[config.mk]
export PLATFORM = sky130hd
export DESIGN_NAME = load_store_unit
export DESIGN_NICKNAME = d
export VERILOG_FILES = /design/src/rtl/lsu_pkg.sv /design/src/rtl/lsu_align.sv /design/src/rtl/load_store_unit.sv
export SDC_FILE = /design/constraint.sdc
export NUM_CORES = 1
export LEC_CHECK = 0
export ABC_AREA = 1
export BUFFER_PORTS_ARGS = -buffer_cell sky130_fd_sc_hd__buf_2
export CAP_MARGIN = 40
export CORE_ASPECT_RATIO = 1.5
export CORE_MARGIN = 4
export CORE_UTILIZATION = 30
export CTS_CLUSTER_SIZE = 28
export DETAILED_ROUTE_END_ITERATION = 8
export PLACE_DENSITY = 0.46
export SLEW_MARGIN = 25
export SYNTH_ARGS = -nofsm -noshare
export SYNTH_HDL_FRONTEND = slang
export SYNTH_SLANG_ARGS = --single-unit
[constraint.sdc]
create_clock -name clk_i -period 2.44 [get_ports clk_i]
set_input_delay 0.244 -clock clk_i [delete_from_list [all_inputs] [get_ports clk_i]]
set_output_delay 0.244 -clock clk_i [all_outputs]
set_load 0.005 [all_outputs]
[src/rtl/lsu_pkg.sv]
// Shared types and helpers for the load/store unit: FSM states, funct3 width codes,
// and the alignment/encoding legality check.
package lsu_pkg;

    localparam int unsigned WORD_OFFSET = 2;

    typedef enum logic [1:0] {
        IDLE  = 2'd0,
        READ  = 2'd1,
        WRITE = 2'd2,
        DONE  = 2'd3
    } state_t;

    typedef enum logic [2:0] {
        LB  = 3'b000,
        LH  = 3'b001,
        LW  = 3'b010,
        LBU = 3'b100,
        LHU = 3'b101
    } load_f3_t;

    typedef enum logic [2:0] {
        SB = 3'b000,
        SH = 3'b001,
        SW = 3'b010
    } store_f3_t;

    function automatic logic access_err(input logic we, input logic [2:0] f3,
                                        input logic [1:0] lo);
        logic e;
        e = 1'b1;
        if (we) begin
            case (f3)
                SB:      e = 1'b0;
                SH:      e = lo[0];
                SW:      e = |lo;
                default: e = 1'b1;
            endcase
        end else begin
            case (f3)
                LB, LBU: e = 1'b0;
                LH, LHU: e = lo[0];
                LW:      e = |lo;
                default: e = 1'b1;
            endcase
        end
        return e;
    endfunction

endpackage

[src/rtl/lsu_align.sv]
// Combinational lane logic: extracts and extends load data from a memory word,
// and merges byte/halfword store data into a fetched word.
module lsu_align
    import lsu_pkg::*;
(
    input  logic [2:0]  funct3_i,
    input  logic [1:0]  addr_lo_i,
    input  logic [31:0] mem_word_i,
    input  logic [31:0] store_data_i,
    output logic [31:0] load_data_o,
    output logic [31:0] store_word_o
);

    logic [7:0]  byte_v;
    logic [15:0] half_v;

    always_comb begin
        byte_v = mem_word_i[{addr_lo_i, 3'b000} +: 8];
        half_v = mem_word_i[{addr_lo_i[1], 4'b0000} +: 16];

        load_data_o = mem_word_i;
        case (funct3_i)
            LB:      load_data_o = {{24{byte_v[7]}}, byte_v};
            LH:      load_data_o = {{16{half_v[15]}}, half_v};
            LBU:     load_data_o = {24'h000000, byte_v};
            LHU:     load_data_o = {16'h0000, half_v};
            default: load_data_o = mem_word_i;
        endcase

        store_word_o = store_data_i;
        case (funct3_i)
            SB: begin
                store_word_o = mem_word_i;
                store_word_o[{addr_lo_i, 3'b000} +: 8] = store_data_i[7:0];
            end
            SH: begin
                store_word_o = mem_word_i;
                store_word_o[{addr_lo_i[1], 4'b0000} +: 16] = store_data_i[15:0];
            end
            default: store_word_o = store_data_i;
        endcase
    end

endmodule

[src/rtl/load_store_unit.sv]
// RV32I load/store unit in front of a word-wide, negedge-clocked Memory.
// Optional macro LSU_ADDR_CHECK_EN: flag nonzero address bits above the memory range as errors.
module load_store_unit
    import lsu_pkg::*;
#(
    parameter int unsigned WORDS      = 10,
    parameter int unsigned DATA_WIDTH = 32
) (
    input  logic                  clk_i,
    input  logic                  reset_ni,
    input  logic                  req_i,
    input  logic                  we_i,
    input  logic [2:0]            funct3_i,
    input  logic [31:0]           addr_i,
    input  logic [DATA_WIDTH-1:0] wdata_i,
    output logic                  busy_o,
    output logic                  done_o,
    output logic                  err_o,
    output logic [DATA_WIDTH-1:0] rdata_o,
    output logic [WORDS-1:0]      mem_addr_o,
    output logic [DATA_WIDTH-1:0] mem_data_o,
    output logic                  mem_wr_no,
    output logic                  mem_rd_no,
    input  logic [DATA_WIDTH-1:0] mem_data_i
);

    localparam int unsigned AW = WORDS + WORD_OFFSET;

`ifdef LSU_ADDR_CHECK_EN
    localparam bit ADDR_CHECK = 1'b1;
`else
    localparam bit ADDR_CHECK = 1'b0;
`endif

    state_t                state_q, state_d;
    logic                  we_q, we_d;
    logic [2:0]            f3_q, f3_d;
    logic [AW-1:0]         addr_q, addr_d;
    logic [DATA_WIDTH-1:0] wdata_q, wdata_d;
    logic [DATA_WIDTH-1:0] word_q, word_d;
    logic [DATA_WIDTH-1:0] rdata_q, rdata_d;
    logic                  err_q, err_d;

    logic                  req_err;
    logic [DATA_WIDTH-1:0] load_data;
    logic [DATA_WIDTH-1:0] store_word;

    lsu_align u_align (
        .funct3_i     (f3_q),
        .addr_lo_i    (addr_q[1:0]),
        .mem_word_i   (mem_data_i),
        .store_data_i (wdata_q),
        .load_data_o  (load_data),
        .store_word_o (store_word)
    );

    assign req_err = access_err(we_i, funct3_i, addr_i[1:0]) |
                     (ADDR_CHECK & (|addr_i[31:AW]));

    // word_q carries the final write word: wdata for SW, the merged word for SB/SH.
    always_comb begin
        state_d = state_q;
        we_d    = we_q;
        f3_d    = f3_q;
        addr_d  = addr_q;
        wdata_d = wdata_q;
        word_d  = word_q;
        rdata_d = rdata_q;
        err_d   = err_q;
        case (state_q)
            IDLE: begin
                if (req_i) begin
                    we_d    = we_i;
                    f3_d    = funct3_i;
                    addr_d  = addr_i[AW-1:0];
                    wdata_d = wdata_i;
                    word_d  = wdata_i;
                    err_d   = req_err;
                    if (req_err)
                        state_d = DONE;
                    else if (we_i && (funct3_i == SW))
                        state_d = WRITE;
                    else
                        state_d = READ;
                end
            end
            READ: begin
                if (we_q) begin
                    word_d  = store_word;
                    state_d = WRITE;
                end else begin
                    rdata_d = load_data;
                    state_d = DONE;
                end
            end
            WRITE:   state_d = DONE;
            default: state_d = IDLE;
        endcase
    end

    always_ff @(posedge clk_i or negedge reset_ni) begin
        if (!reset_ni) begin
            state_q <= IDLE;
            we_q    <= 1'b0;
            f3_q    <= '0;
            addr_q  <= '0;
            wdata_q <= '0;
            word_q  <= '0;
            rdata_q <= '0;
            err_q   <= 1'b0;
        end else begin
            state_q <= state_d;
            we_q    <= we_d;
            f3_q    <= f3_d;
            addr_q  <= addr_d;
            wdata_q <= wdata_d;
            word_q  <= word_d;
            rdata_q <= rdata_d;
            err_q   <= err_d;
        end
    end

    assign busy_o     = (state_q != IDLE);
    assign done_o     = (state_q == DONE);
    assign err_o      = (state_q == DONE) & err_q;
    assign rdata_o    = rdata_q;
    assign mem_addr_o = addr_q[AW-1:WORD_OFFSET];
    assign mem_rd_no  = (state_q != READ);
    assign mem_wr_no  = (state_q != WRITE);
    assign mem_data_o = (state_q == WRITE) ? word_q : '0;

endmodule

After elaboration in Yosys (flattened, before gate mapping)

Index checks and enable logic that the tools add are counted.

Equality and inequality tests: 14
Reductions and logical operators: 12
Muxes and demuxes: 16
Shifts and indexed selects: 6
Bitwise operators: 2
$add $sub $neg: 2

Operator list:

| kind                    | number |
|---|---|
| $pmux 32 s2             | 2 |
| $pmux 32 s4             | 1 |
| $mux 32                 | 3 |
| $bwmux 32               | 2 |
| $shift 16x7->32 const A | 1 |
| $shift 8x7->32 const A  | 1 |
| $shiftx 16x7->32        | 1 |
| $shiftx 32x6->16        | 1 |
| $shiftx 32x6->8         | 1 |
| $shiftx 8x7->32         | 1 |
| $neg 5->7               | 2 |
| $eq 3x3->1 const B      | 4 |
| $eq 3x1->1 const B      | 2 |
| $logic_not 3->1         | 2 |
| $mux 2                  | 3 |
| $ne 2x2->1 const B      | 3 |
| $pmux 1 s3              | 2 |
| $pmux 2 s3              | 1 |
| $reduce_or 2->1         | 3 |
| $eq 2x2->1 const B      | 2 |
| $reduce_and 2->1        | 2 |
| $reduce_bool 2->1       | 2 |
| $eq 3x2->1 const B      | 1 |
| $reduce_and 3->1        | 1 |
| other kinds (7)         | 8 |

Bits in registers: 115
Input port bits: 103

Depth between registers and ports, before layout

Depth after elaboration: 7
Depth in mapped cells: 11

Modules after synthesis

From an unflattened synthesis, not the netlist that was laid out.

Cell total of the unflattened synthesis: 1,061
Area, all modules: 7,308.3 um^2

By module, submodules not included:

| module          | cells each | instances | area each (um^2) |
|---|---|---|---|
| load_store_unit | 635        | 1         | 5,208.7 |
| lsu_align       | 426        | 1         | 2,099.5 |

Worst setup path after synthesis

No wires, ideal clock.

Kind: register -> register
Start point: register addr_q[1]
End point: register word_q[10]
Stages on the path, launching flop included: 11
Clock period less this slack: 1,823 ps
Buffers on the path: 2
Arrival: 1,706 ps
Slack: 617 ps
Path through: dfrtp_1 inv_2 buf_2 ha_1 inv_1 clkbuf_1 nor3_1 o21ai_0 nand3_1 nand2_1 nand2_1

Cells in the longest elaborated chain, start to end: 6

RTL lines:

| what                                           | line                             | source |
|---|---|---|
| start, declared                                | load_store_unit.sv:38            | `logic [AW-1:0] addr_q, addr_d;` |
| start signal, assigned                         | load_store_unit.sv:115           | `addr_q <= addr_d;` |
| $neg 5->7 (on tied branches)                   | lsu_align.sv:38, lsu_align.sv:34 |  |
| $shiftx 16x7->32, or another cell as far along | lsu_align.sv:38                  | `store_word_o[{addr_lo_i[1], 4'b0000} +: 16] = store_data_i[15:0];` |
| $bwmux 32 (on tied branches)                   | lsu_align.sv:38, lsu_align.sv:34 |  |
| $pmux 32 s2 *                                  | lsu_align.sv:31                  | `case (funct3_i)` |
| $mux 32 *                                      | load_store_unit.sv:88            | `if (we_q) begin` |
| $pmux 32 s2 *                                  | load_store_unit.sv:70            | `case (state_q)` |
| end signal, assigned                           | load_store_unit.sv:117           | `word_q <= word_d;` |
| end, declared                                  | load_store_unit.sv:40            | `logic [DATA_WIDTH-1:0] word_q, word_d;` |

Every way passes the cells marked *; elsewhere a longest branch is shown, timed or not. The select of a mux whose other input is x is not followed.
A chain may end at the register's enable or synchronous reset.

Final worst setup path

Start point: register state_q[1]
End point: output port mem_rd_no

Cells in the longest elaborated chain, start to end: 1

RTL lines:

| what                   | line                   | source |
|---|---|---|
| start, declared        | load_store_unit.sv:35  | `state_t state_q, state_d;` |
| start signal, assigned | load_store_unit.sv:112 | `state_q <= state_d;` |
| $ne 2x1->1             | load_store_unit.sv:128 | `assign mem_rd_no = (state_q != READ);` |
| end, declared          | load_store_unit.sv:23  | `output logic mem_rd_no,` |

No other way between the ends.

==> flow_metrics.env <==
export IMPL_status="completed"
export IMPL_drt_first_pass_iters=5
export IMPL_dieArea_mm2=0.0264
export IMPL_syn_area_mm2=0.00714
export IMPL_dp_slack_ns=0.420
export IMPL_synth_avg_cell_area_um2=6.68
export IMPL_drive_above_1_share_pct=20.7
export IMPL_yosysWarnings=0
export IMPL_ir_drop_uv=516
export IMPL_yosysUniqueCellTypes=31
export IMPL_wl_per_cell_um=15.9
export IMPL_dr_total_vias=7110
export IMPL_tns_ns=0
export IMPL_numClockSinks=115
export IMPL_ant_nets=0
export IMPL_cp_arrival_ns=2.00
export IMPL_slew_violations=0
export IMPL_final_util_pct=38.2
export IMPL_insertedDiodeCount=0
export IMPL_io_pins=182
export IMPL_hpwlAfterDp_um=18400
export IMPL_reg2reg_from="state_q[1]"
export IMPL_max_freq_mhz=446
export IMPL_grt_antenna_before_repair=0
export IMPL_place_area_mm2=0.00820
export IMPL_p_leak_nw=4.80
export IMPL_ys_seq_area_share_pct=40.3
export IMPL_crit_path_end_kind="output pin"
export IMPL_io_buffers=161
export IMPL_post_route_drc_count=0
export IMPL_rsz0062_at_grt="no"
export IMPL_synth_edf_count=0
export IMPL_root_buffer="clkbuf_16"
export IMPL_slew_headroom_pct=57.2
export IMPL_gp_congestion=0.856
export IMPL_area_delta_synth_final_pct=24.3
export IMPL_die_w_um=134
export IMPL_grtUsageTotal_pct=18.7
export IMPL_synth_top_cells_by_count="nand2_1, dfrtp_1, inv_1"
export IMPL_clkSlewWorstSetupHoldPaths_ns=0.06
export IMPL_layoutNonFillerInstCount=1540
export IMPL_cap_violations=0
export IMPL_critical_path_startpoint="state_q[1]"
export IMPL_cts_made_buffers=17
export IMPL_synth_area_leaders="dfrtp_1, nand2_1, a21oi_1"
export IMPL_vias_per_cell=4.62
export IMPL_grt_pass1_vias=7025
export IMPL_start_util_pct=30.7
export IMPL_cts_buffer_depth=2
export IMPL_yosysMostFrequentCell="nand2_1"
export IMPL_finalSetupViolations=0
export IMPL_cellPowerDensity_mw_per_mm2=1400
export IMPL_skew_ns=0.00939
export IMPL_num_rows=68
export IMPL_required_ns=2.20
export IMPL_min_from="wdata_i[19]"
export IMPL_synthArstFlopShare_pct=100
export IMPL_fp_dieH_um=197
export IMPL_synth_seq_cells=115
export IMPL_hold_viol_final=0
export IMPL_grt_pass1_wl_um=38500
export IMPL_period_minus_slack_ns=2.24
export IMPL_cts_repair_resized=0
export IMPL_timing_final_ws_setup_ns=0.199
export IMPL_totalPowerFinal_mw=12.4
export IMPL_core_mm2=0.0232
export IMPL_tightest_slew_ns=0.640
export IMPL_drt_iter0_markers=393
export IMPL_wirelength_um=24500
export IMPL_syn_inst=1069
export IMPL_fin_nets=1324
export IMPL_grt_remaining_overflow=0
export IMPL_period_share_pct=91.9
export IMPL_ys_flop_type="dfrtp_1"
export IMPL_htree_levels=4
export IMPL_holdWs_ns=0.0227
export IMPL_hold_path_class="input port to flop"
export IMPL_path_class="flop to output pin"
export IMPL_cts_tree="yes"
export IMPL_yosysTopAreaCell="dfrtp_1"
export IMPL_placed_cells=1498
export IMPL_postLayoutCellArea_mm2=0.00887
export IMPL_syn_num_nets=1181
export IMPL_insertion_delay_ns=0.43
export IMPL_grt_max_degree=63
export IMPL_critPathLaunchType="flop"
export IMPL_synth_top_area_share_pct=40.3
export IMPL_crit_path_max_fanout=28
## flip-flops by register name, summed over array words and instances (netlist names)
name     cells
addr_q      12
f3_q         3
state_q      2
we_q         1
word_q      32
rdata_o     32
err_q        1
wdata_q     32
## worst max-delay path: stages (launching register included)
cell,delay (ns)
dfrtp_1,0.38
inv_1,0.07
ha_1,0.21
inv_2,0.30
buf_4,0.40
buf_2,0.19
## routing by layer
metal  GRT usage [%]  up-vias  part of all wire [%]
li1                -     3651                     -
met1            23.3     3254                    43
met2            32.3      167                    51
met3            3.32       38                   3.8
met4            6.67        0                   2.2
met5               0        -                     0
## cell families after synthesis
group           share of synthesized area [%]
compound gates                           14.4
fa+ha+maj                                1.58
buf+inv                                  11.7
flops                                    40.3
simple gates                             32.0
## area by class of cell
cell class / count / area (µm²)
Sequential cell: 115 / 2880
Multi-Input combinational cell: 761 / 3430
Fill cell: 2556 / 14400
Timing Repair Buffer: 194 / 1130
Inverter: 123 / 464
Clock buffer: 20 / 437
Clock inverter: 12 / 134
Tap cell: 315 / 394
## placed cells by master, fill, tap and decap left out, drive strengths merged
| cell type | count |
|---|---|
| clkinv | 8 |
| or2 | 16 |
| nor3 | 1 |
| o22ai | 5 |
| nand3 | 66 |
| a21oi | 98 |
| o21ai | 80 |
| ha | 9 |
| buf | 184 |
| a31oi | 9 |
| bufinv | 2 |
| inv | 123 |
| nand2 | 360 |
| nand4 | 9 |
| nor2 | 105 |
| clkinvlp | 2 |
| o211ai | 3 |
| dfrtp | 115 |
| clkbuf | 20 |
| dlygate4sd3 | 10 |
## final timing paths
check,endpoint,depth (start not counted),slack (ns)
min in group asynchronous,word_q[4],2,0.32
min,wdata_q[19],3,0.02
min reg2reg,rdata_o[1],2,0.47
max in group asynchronous,rdata_o[30],3,1.48
max reg2reg,word_q[14],9,0.41
max,mem_rd_no,5,0.20
## power breakdown
part           internal, mW  switching (mW)
Clock                  1.50           0.953
Sequential             2.87           0.690
Combinational          2.34            4.07
Total                  6.71            5.72
## timing repair
| item | CTS | global route |
|---|---|---|
| endpoints found under the hold margin | 41 | 0 |
| setup buffers | 0 | 0 |
| setup endpoints to repair | 0 | 0 |
| hold buffers | 10 | 0 |
Note: power is estimated with default switching activity, not from simulation.
